<file path="src/rtl/mole_game_ctrl.sv">
// -----------------------------------------------------------------------------
// mole_game_ctrl
//
// Whack-a-mole game controller. One mole at a time pops up in one of eight
// holes; the player hits it by pressing the matching key before it times out.
// A game lasts a fixed number of ticks, after which the block parks in OVER
// with the final score until the next start.
//
// Parameters
//   TICK_DIV    clocks per game tick
//   MOLE_TICKS  ticks a mole stays up before it counts as missed
//   GAME_TICKS  game length in ticks (at most 65535)
//
// Ports
//   clk         system clock, all state changes on its rising edge
//   rst         asynchronous active-high reset
//   start       synchronous level; only its rising edge starts a game
//   key[7:0]    synchronous levels, bit i = hole i; only rising edges act
//   mole_oh     one-hot visible mole, zero when none is up
//   game_state  2'b00 IDLE, 2'b01 PLAY, 2'b10 OVER (also the FSM state)
//   score       hits in the current or last game, saturating at 255
//   time_left   remaining game ticks
//   hit_pulse   one-cycle strobe for a correct key
//   miss_pulse  one-cycle strobe for a wrong key or a timed-out mole
//
// All outputs are registered: an event sampled at edge N shows after edge N.
// There is no handshake on this block; inputs are plain levels that are
// edge-detected internally.
// -----------------------------------------------------------------------------
module mole_game_ctrl #(
  parameter int TICK_DIV   = 100000,
  parameter int MOLE_TICKS = 800,
  parameter int GAME_TICKS = 30000
) (
  input  logic       clk,
  input  logic       rst,
  input  logic       start,
  input  logic [7:0] key,
  output logic [7:0] mole_oh,
  output logic [1:0] game_state,
  output logic [7:0] score,
  output logic [15:0] time_left,
  output logic       hit_pulse,
  output logic       miss_pulse
);

  localparam logic [1:0] ST_IDLE = 2'b00;
  localparam logic [1:0] ST_PLAY = 2'b01;
  localparam logic [1:0] ST_OVER = 2'b10;

  localparam int TW = (TICK_DIV > 1) ? $clog2(TICK_DIV) : 1;
  localparam int AW = (MOLE_TICKS > 1) ? $clog2(MOLE_TICKS) : 1;

  localparam logic [TW-1:0] TICK_MAX = TW'(TICK_DIV - 1);
  localparam logic [TW-1:0] TICK_ONE = TW'(1);
  localparam logic [AW-1:0] AGE_MAX  = AW'(MOLE_TICKS - 1);
  localparam logic [AW-1:0] AGE_ONE  = AW'(1);
  localparam logic [15:0]   GAME_LEN = 16'(GAME_TICKS);
  localparam logic [15:0]   LFSR_SEED = 16'hACE1;

  // Registered copies of the inputs for edge detection. They reset high so
  // that a level held through reset is not mistaken for a press.
  logic          start_q;
  logic [7:0]    key_q;

  logic [15:0]   lfsr;
  logic [TW-1:0] tick_cnt;
  logic [AW-1:0] age;
  logic [2:0]    last_idx;

  logic          start_rise;
  logic [7:0]    key_rise;
  logic [15:0]   lfsr_next;
  logic [2:0]    spawn_idx;
  logic [7:0]    spawn_oh;
  logic          in_play;
  logic          tick;
  logic          mole_up;
  logic          hit;
  logic          wrong;
  logic          game_end;
  logic          timeout;
  logic          spawn_in_play;

  always_comb begin
    start_rise = start & ~start_q;
    key_rise   = key & ~key_q;

    // Fibonacci LFSR, taps 16,14,13,11. Shifting left keeps the seed's
    // nonzero content, so it never locks up at zero.
    lfsr_next = {lfsr[14:0], lfsr[15] ^ lfsr[13] ^ lfsr[12] ^ lfsr[10]};

    // Never spawn twice in the same hole: bump to the next hole on a repeat.
    spawn_idx = (lfsr[2:0] == last_idx) ? lfsr[2:0] + 3'd1 : lfsr[2:0];
    spawn_oh  = 8'b0000_0001 << spawn_idx;

    in_play  = (game_state == ST_PLAY);
    tick     = in_play && (tick_cnt == TICK_MAX);
    mole_up  = |mole_oh;

    hit      = in_play && |(key_rise & mole_oh);
    wrong    = in_play && |(key_rise & ~mole_oh);
    game_end = tick && (time_left == 16'd1);

    // A hit on the timeout tick wins; the mole is then simply gone.
    timeout  = tick && mole_up && (age == AGE_MAX) && !hit;

    // In play a new mole appears on a tick when the hole is empty (after a
    // hit) or the current one expired, but never on the final tick.
    spawn_in_play = tick && !game_end && !hit && (!mole_up || timeout);
  end

  always_ff @(posedge clk or posedge rst) begin
    if (rst) begin
      game_state <= ST_IDLE;
      mole_oh    <= 8'h00;
      score      <= 8'h00;
      time_left  <= 16'h0000;
      hit_pulse  <= 1'b0;
      miss_pulse <= 1'b0;
      tick_cnt   <= '0;
      age        <= '0;
      lfsr       <= LFSR_SEED;
      last_idx   <= 3'd0;
      start_q    <= 1'b1;
      key_q      <= 8'hFF;
    end else begin
      lfsr       <= lfsr_next;
      start_q    <= start;
      key_q      <= key;
      hit_pulse  <= 1'b0;
      miss_pulse <= 1'b0;

      case (game_state)
        ST_PLAY: begin
          tick_cnt   <= tick ? '0 : tick_cnt + TICK_ONE;
          hit_pulse  <= hit;
          miss_pulse <= wrong | timeout;

          if (hit && (score != 8'hFF)) begin
            score <= score + 8'd1;
          end

          if (tick) begin
            time_left <= time_left - 16'd1;
          end

          if (game_end) begin
            game_state <= ST_OVER;
            mole_oh    <= 8'h00;
          end else if (spawn_in_play) begin
            mole_oh  <= spawn_oh;
            last_idx <= spawn_idx;
            age      <= '0;
          end else if (hit) begin
            mole_oh <= 8'h00;
          end else if (tick && mole_up) begin
            age <= age + AGE_ONE;
          end
        end

        // IDLE and OVER behave alike: wait for a start edge, keep the score.
        default: begin
          if (start_rise) begin
            game_state <= ST_PLAY;
            score      <= 8'h00;
            time_left  <= GAME_LEN;
            tick_cnt   <= '0;
            age        <= '0;
            mole_oh    <= spawn_oh;
            last_idx   <= spawn_idx;
          end
        end
      endcase
    end
  end

endmodule

</file>
<file path="config.mk">
export PLATFORM = sky130hd
export DESIGN_NAME = mole_game_ctrl
export DESIGN_NICKNAME = d
export VERILOG_FILES = /design/src/rtl/mole_game_ctrl.sv
export SDC_FILE = /design/constraint.sdc
export NUM_CORES = 1
export LEC_CHECK = 0
export BUFFER_PORTS_ARGS = -buffer_cell sky130_fd_sc_hd__buf_2
export CAP_MARGIN = 0
export CORE_ASPECT_RATIO = 0.7
export CORE_MARGIN = 4
export CORE_UTILIZATION = 50
export CTS_CLUSTER_DIAMETER = 200
export DETAILED_ROUTE_END_ITERATION = 6
export GPL_TIMING_DRIVEN = 0
export PLACE_DENSITY = 0.7
export SYNTH_ARGS = -nofsm -noshare
export SYNTH_HDL_FRONTEND = slang
export SYNTH_SLANG_ARGS = --single-unit
</file>
<file path="constraint.sdc">
create_clock -name clk -period 5.1 [get_ports clk]
set_input_delay 0.255 -clock clk [delete_from_list [all_inputs] [get_ports clk]]
set_output_delay 0.255 -clock clk [all_outputs]
set_load 0.03 [all_outputs]
</file>
Word level (Yosys, flattened, before mapping)
Cells that the tools add are included.
- word-level logic and storage cells: 98
- output and inout bits: 36
- flip-flop bits (word level): 91
- input bits: 11
- equality and inequality tests: 14
- bitwise logic cells: 11
- multiplexer cells: 30
- shift-type cells: 1
- reduce and logical (&&, ||, !) cells: 25
- $add $sub $neg: 5
- operator list (cell ; count):
    $mux 8 ; 8
    $mux 10 ; 6
    $mux 17 ; 3
    $mux 16 ; 3
    $and 8x8->8 ; 3
    $reduce_or 8->1 ; 3
    $add 17x1->17 const B ; 1
    $eq 17x17->1 const B ; 1
    $eq 16x1->1 const B ; 1
    $not 8->8 ; 2
    $sub 16x1->16 const B ; 1
    $mux 3 ; 5
    $logic_and 1x1->1 ; 11
    $add 10x1->10 const B ; 1
    $eq 10x10->1 const B ; 1
    $add 8x1->8 const B ; 1
    $ne 2x1->1 const B ; 4
    $ne 8x8->1 const B ; 1
    $reduce_and 2->1 ; 4
    $shl 1x3->8 const A ; 1
    $mux 2 ; 3
    $ne 4x1->1 const B ; 1
    $reduce_and 4->1 ; 1
    $add 3x1->3 const B ; 1
    other kinds (14) ; 19

Logic depth before layout (Yosys ltp)
- word-level depth: 12
- depth in mapped cells: 9
- gate-level depth less buffers: 8

Worst setup path before layout
OpenSTA, ideal clock, no wires.
- path type: reg-to-reg
- from: register time_left[6]
- to: register time_left[13]
- setup time: 120 ps
- path buffers: 0
- required time: 4980 ps
- cell stages (with the launch flop): 7
- setup slack: 2797 ps
- arrival: 2183 ps
- period minus slack after synthesis: 2303 ps
- path through: dfrtp_1 -> or4_4 -> or2_1 -> or4_4 -> nor3_2 -> xnor2_1 -> nand2_1
- longest elaborated chain between the ends: 3
- ends and longest elaborated chain (element ; RTL line ; text):
    start, declared ; 42 ; output logic [15:0] time_left,
    start signal, assigned ; 145 ; time_left <= time_left - 16'd1;
    $sub 16x1->16 ; 145 ;
    $mux 16 ; 144 ; if (tick) begin
    $mux 16 ; 134 ; case (game_state)
Every way passes these cells. The select of a mux whose other input is x is not followed.
A chain may end at the register's enable or synchronous reset.

Worst setup path in the final report
- from: register tick_cnt[0]
- to: register last_idx[2]
- longest elaborated chain between the ends: 9
- elaborated cells between the ends (all ways): 14
- classes of those cells: 3 x eq/ne; 11 x reduce/logical
- ends and longest elaborated chain (element ; RTL line ; text):
    start, declared ; 67 ; logic [TW-1:0] tick_cnt;
    start signal, assigned ; 136 ; tick_cnt <= tick ? '0 : tick_cnt + TICK_ONE;
    $eq 17x17->1 (*) ; 98 ; tick = in_play && (tick_cnt == TICK_MAX);
    $logic_and 1x1->1 (*) ; 98 ;
    $logic_and 1x1->1 (on tied branches) ; 103, 106 ;
    $logic_not 1->1 / $logic_and 1x1->1 (equally long branches) ; 110, 106 ;
    $logic_and 1x1->1 (on tied branches) ; 110, 106 ;
    $logic_and 1x1->1 / $logic_or 1x1->1 (equally long branches) ; 110 ; spawn_in_play = tick && !game_end && !hit && (!mole_up || timeout);
    $logic_and 1x1->1 ; 110 ;
    $ne 2x1->1 (no line) ; - ;
    $reduce_and 3->1 (no line) (*) ; - ;
    end signal, assigned ; 153 ; last_idx <= spawn_idx;
    end signal, assigned ; 171 ; last_idx <= spawn_idx;
    end, declared ; 69 ; logic [2:0] last_idx;
Every way passes the cells marked *; elsewhere a longest branch is shown, timed or not.

==> run_results.csv <==
group,metric,value,unit
yosys,yosys_most_used_dff,"dfrtp_1",
yosys,synth_edf_count,0,
clock_network,htreeDepth,3,
layout,final_core_util,60.5,%
worst_hold_path,hp-class,"in2reg",
clock_network,cts_buffers,9,
yosys,synth_area_per_cell,10.2,sq um
yosys,yosys_warnings,0,
timing,period_needed,2.50,ns
routing,wl,9670,microns
worst_setup_path,critPathMaxStageDelay,0.42,ns
global_route,grt_max_degree,54,
timing,rsz0062_at_grt,"false",
routing,postRouteAntennaNets,0,
worst_setup_path,critPathKind,"reg2reg",
worst_setup_path,cp_num_buf_inv,1,
global_route,first_global_vias,3321,
timing,timing.final.ws_setup,2.60,ns
global_route,grt_usage,20.1,%
routing,firstDrtPassIters,4,
timing,slew_headroom,62.5,%
clock_network,clockRootBuffer,"clkbuf_16",
yosys,ys_seq_area_share,52.0,%
clock_network,clock-sinks,91,
timing,setup_viol,0,
worst_setup_path,path_cells,"ha_1 > and4_1 > clkbuf_4 > nand4_1 > nor4_1 > a21oi_2 > nor2_1 > mux2_2",
worst_setup_path,worst_setup_path_start_kind,"register",
yosys,async_reset_ff_share,100,%
layout,drive_above_1_share,22.1,%
yosys,synthCells,432,
routing,wl_per_cell,15.6,microns
yosys,yosysTopAreaCell,"dfrtp_1",
die,initial_core_util,51.9,%
timing,hold_slack,0.0214,ns
die,num_rows,28,
layout,final_nets,510,
global_route,grt_pass1_wl,16600,microns
yosys,syn-num-nets,449,
yosys,synth.area.top_cells,"dfrtp_1 42%, dfstp_2 10%, nand2_1 5.6%",
global_route,antenna_found_initial,0,
layout,multi_input_area,2030,sq um
routing,routed_via_density,5.59,
timing,hold_violations,0,
worst_setup_path,end_kind,"register",
yosys,synth_top_cell_area_share,41.9,%
yosys,synth_common_cells,"74 x dfrtp_1, 66 x nand2_1, 36 x o21ai_0",
placement,portBuffers,46,
placement,pre_cts_slack,2.65,ns
yosys,synthesis.area,4420,sq um
worst_setup_path,cp_max_fo,7,
power,leakage,2.21,nW
worst_setup_path,crit_slowest_cell,"nor4_1",
timing,skew,0.00817,ns
die,ios,47,
placement,place.gp.congestion,0.856,
routing,drc,0,
flow_run,max_cap_viol_count,0,
worst_setup_path,cp.required,5.33,ns
layout,area_delta_synth_final,16.5,%
clock_network,clockBufferDepth,2,
yosys,yosysMostFrequentCell,"dfrtp_1",
timing,finalMaxSlewViolations,0,
clock_network,cts_tree,"yes",
clock_network,insertion_delay,0.34,ns
timing,worst_pin_slew,0.562,ns
placement,postPlaceCellArea,4830,sq um
timing,max_freq,400,MHz
layout,register_area,2300,sq um
yosys,yosys_register_bits,91,
clock_network,clkTransAtPathRegs,0.07,ns
die,die_area,10400,sq um
power,vdd_drop_max,0.209,mV
worst_setup_path,worstPathArrival,2.73,ns
worst_setup_path,crit_family,"simple AND/OR/NAND/NOR gates",
global_route,overflow,0,
routing,vias,3454,
timing,fin_tns_setup,0,ns
routing,dr.first_iter.drc_count,211,
yosys,synth.distinct_cells,56,
outcome,status,"completed",
timing,finalCritPeriodShare,49.0,%
power,power.density,354,nW/um^2
layout,fin_area,5150,sq um
die,die_y,86.6,microns
die,core,8510,sq um
placement,hpwl,6980,microns
layout,num-fill-cells,718,
die,dieWidth,120,microns
layout,diodes,0,
==> logic make-up after synthesis <==
kind of cell,synth area share (%)
buffers and inverters,1.95
multiplexers,1.50
adder cells (fa/ha/maj),1.70
AO/OA/AOI/OAI,12.0
AND/OR/NAND/NOR,25.5
flip-flops,52.0
XOR/XNOR,5.35
==> metal layers <==
layer	part of all wire (%)	track usage (%)	wire (microns)
met5	0	0	0
met4	1.5	7.10	146
met3	4.2	4.89	410
met2	44	29.8	4270
met1	50	29.1	4840
==> what timing repair did <==
action | 4_1_cts | 5_1_grt
buffers inserted | 0 | 0
hold buffers | 1 | 2
gates resized for setup | 0 | 0
hold endpoints to repair | 36 | 2
==> state kept, by name (all words and copies together) (netlist names) <==
signal / count
start_q: 1
tick_cnt: 17
age: 10
hit_pulse: 1
score: 8
mole_oh: 8
game_state: 2
miss_pulse: 1
last_idx: 3
key_q: 8
time_left: 16
lfsr: 16
==> cells in the final DEF (no fill, tap or decap), types with 3 or more instances in the layout <==
master / count
and2_1: 4
or3_1: 3
xnor2_1: 16
nor2_1: 27
inv_1: 6
clkbuf_1: 7
xor2_1: 11
nand2_1: 66
nand3_1: 17
nand4_1: 8
mux2_2: 5
dfrtp_1: 74
o21ai_0: 36
and4_1: 5
o31ai_1: 4
ha_1: 6
buf_2: 46
dfstp_2: 17
nor3_1: 10
clkinv_4: 3
dlygate4sd3_1: 3
nor4_1: 12
nor3b_1: 9
nand3b_1: 9
or4_4: 4
a21oi_1: 11
and3_1: 6
nor4b_1: 3
clkbuf_16: 9
a22o_1: 5
nor2b_1: 3
a31oi_1: 10
==> final cells by class <==
class	instances	area share [%]
Sequential cell	91	44.7
Multi-Input combinational cell	323	39.5
Tap cell	120	2.92
Timing Repair Buffer	50	5.59
Clock buffer	10	4.64
Buffer	11	1.17
Clock inverter	6	0.972
Inverter	7	0.559
==> power by group <==
group	switching [W]	internal (W)
Combinational	0.000210	0.000123
Clock	0.000281	0.000347
Sequential	0.0000759	0.000787
==> worst paths after layout <==
path	from	end	slack, ns	cells past startpoint
max in group asynchronous	rst	key_q[5]	3.91	4
worst max-delay path	tick_cnt[0]	last_idx[2]	2.60	8
min in group asynchronous	rst	tick_cnt[10]	0.51	3
worst min-delay path	key[3]	key_q[3]	0.02	1
worst max register to register	tick_cnt[0]	last_idx[2]	2.60	8
worst min register to register	lfsr[3]	lfsr[4]	0.35	0
==> metrics by stage <==
stage               power [W]  cells
floorplan             0.00111    432
global placement      0.00119    598
detailed placement    0.00121    599
CTS                   0.00184    616
global route          0.00193    618
finish                0.00182    618
Note: power is estimated with default switching activity, not from simulation.
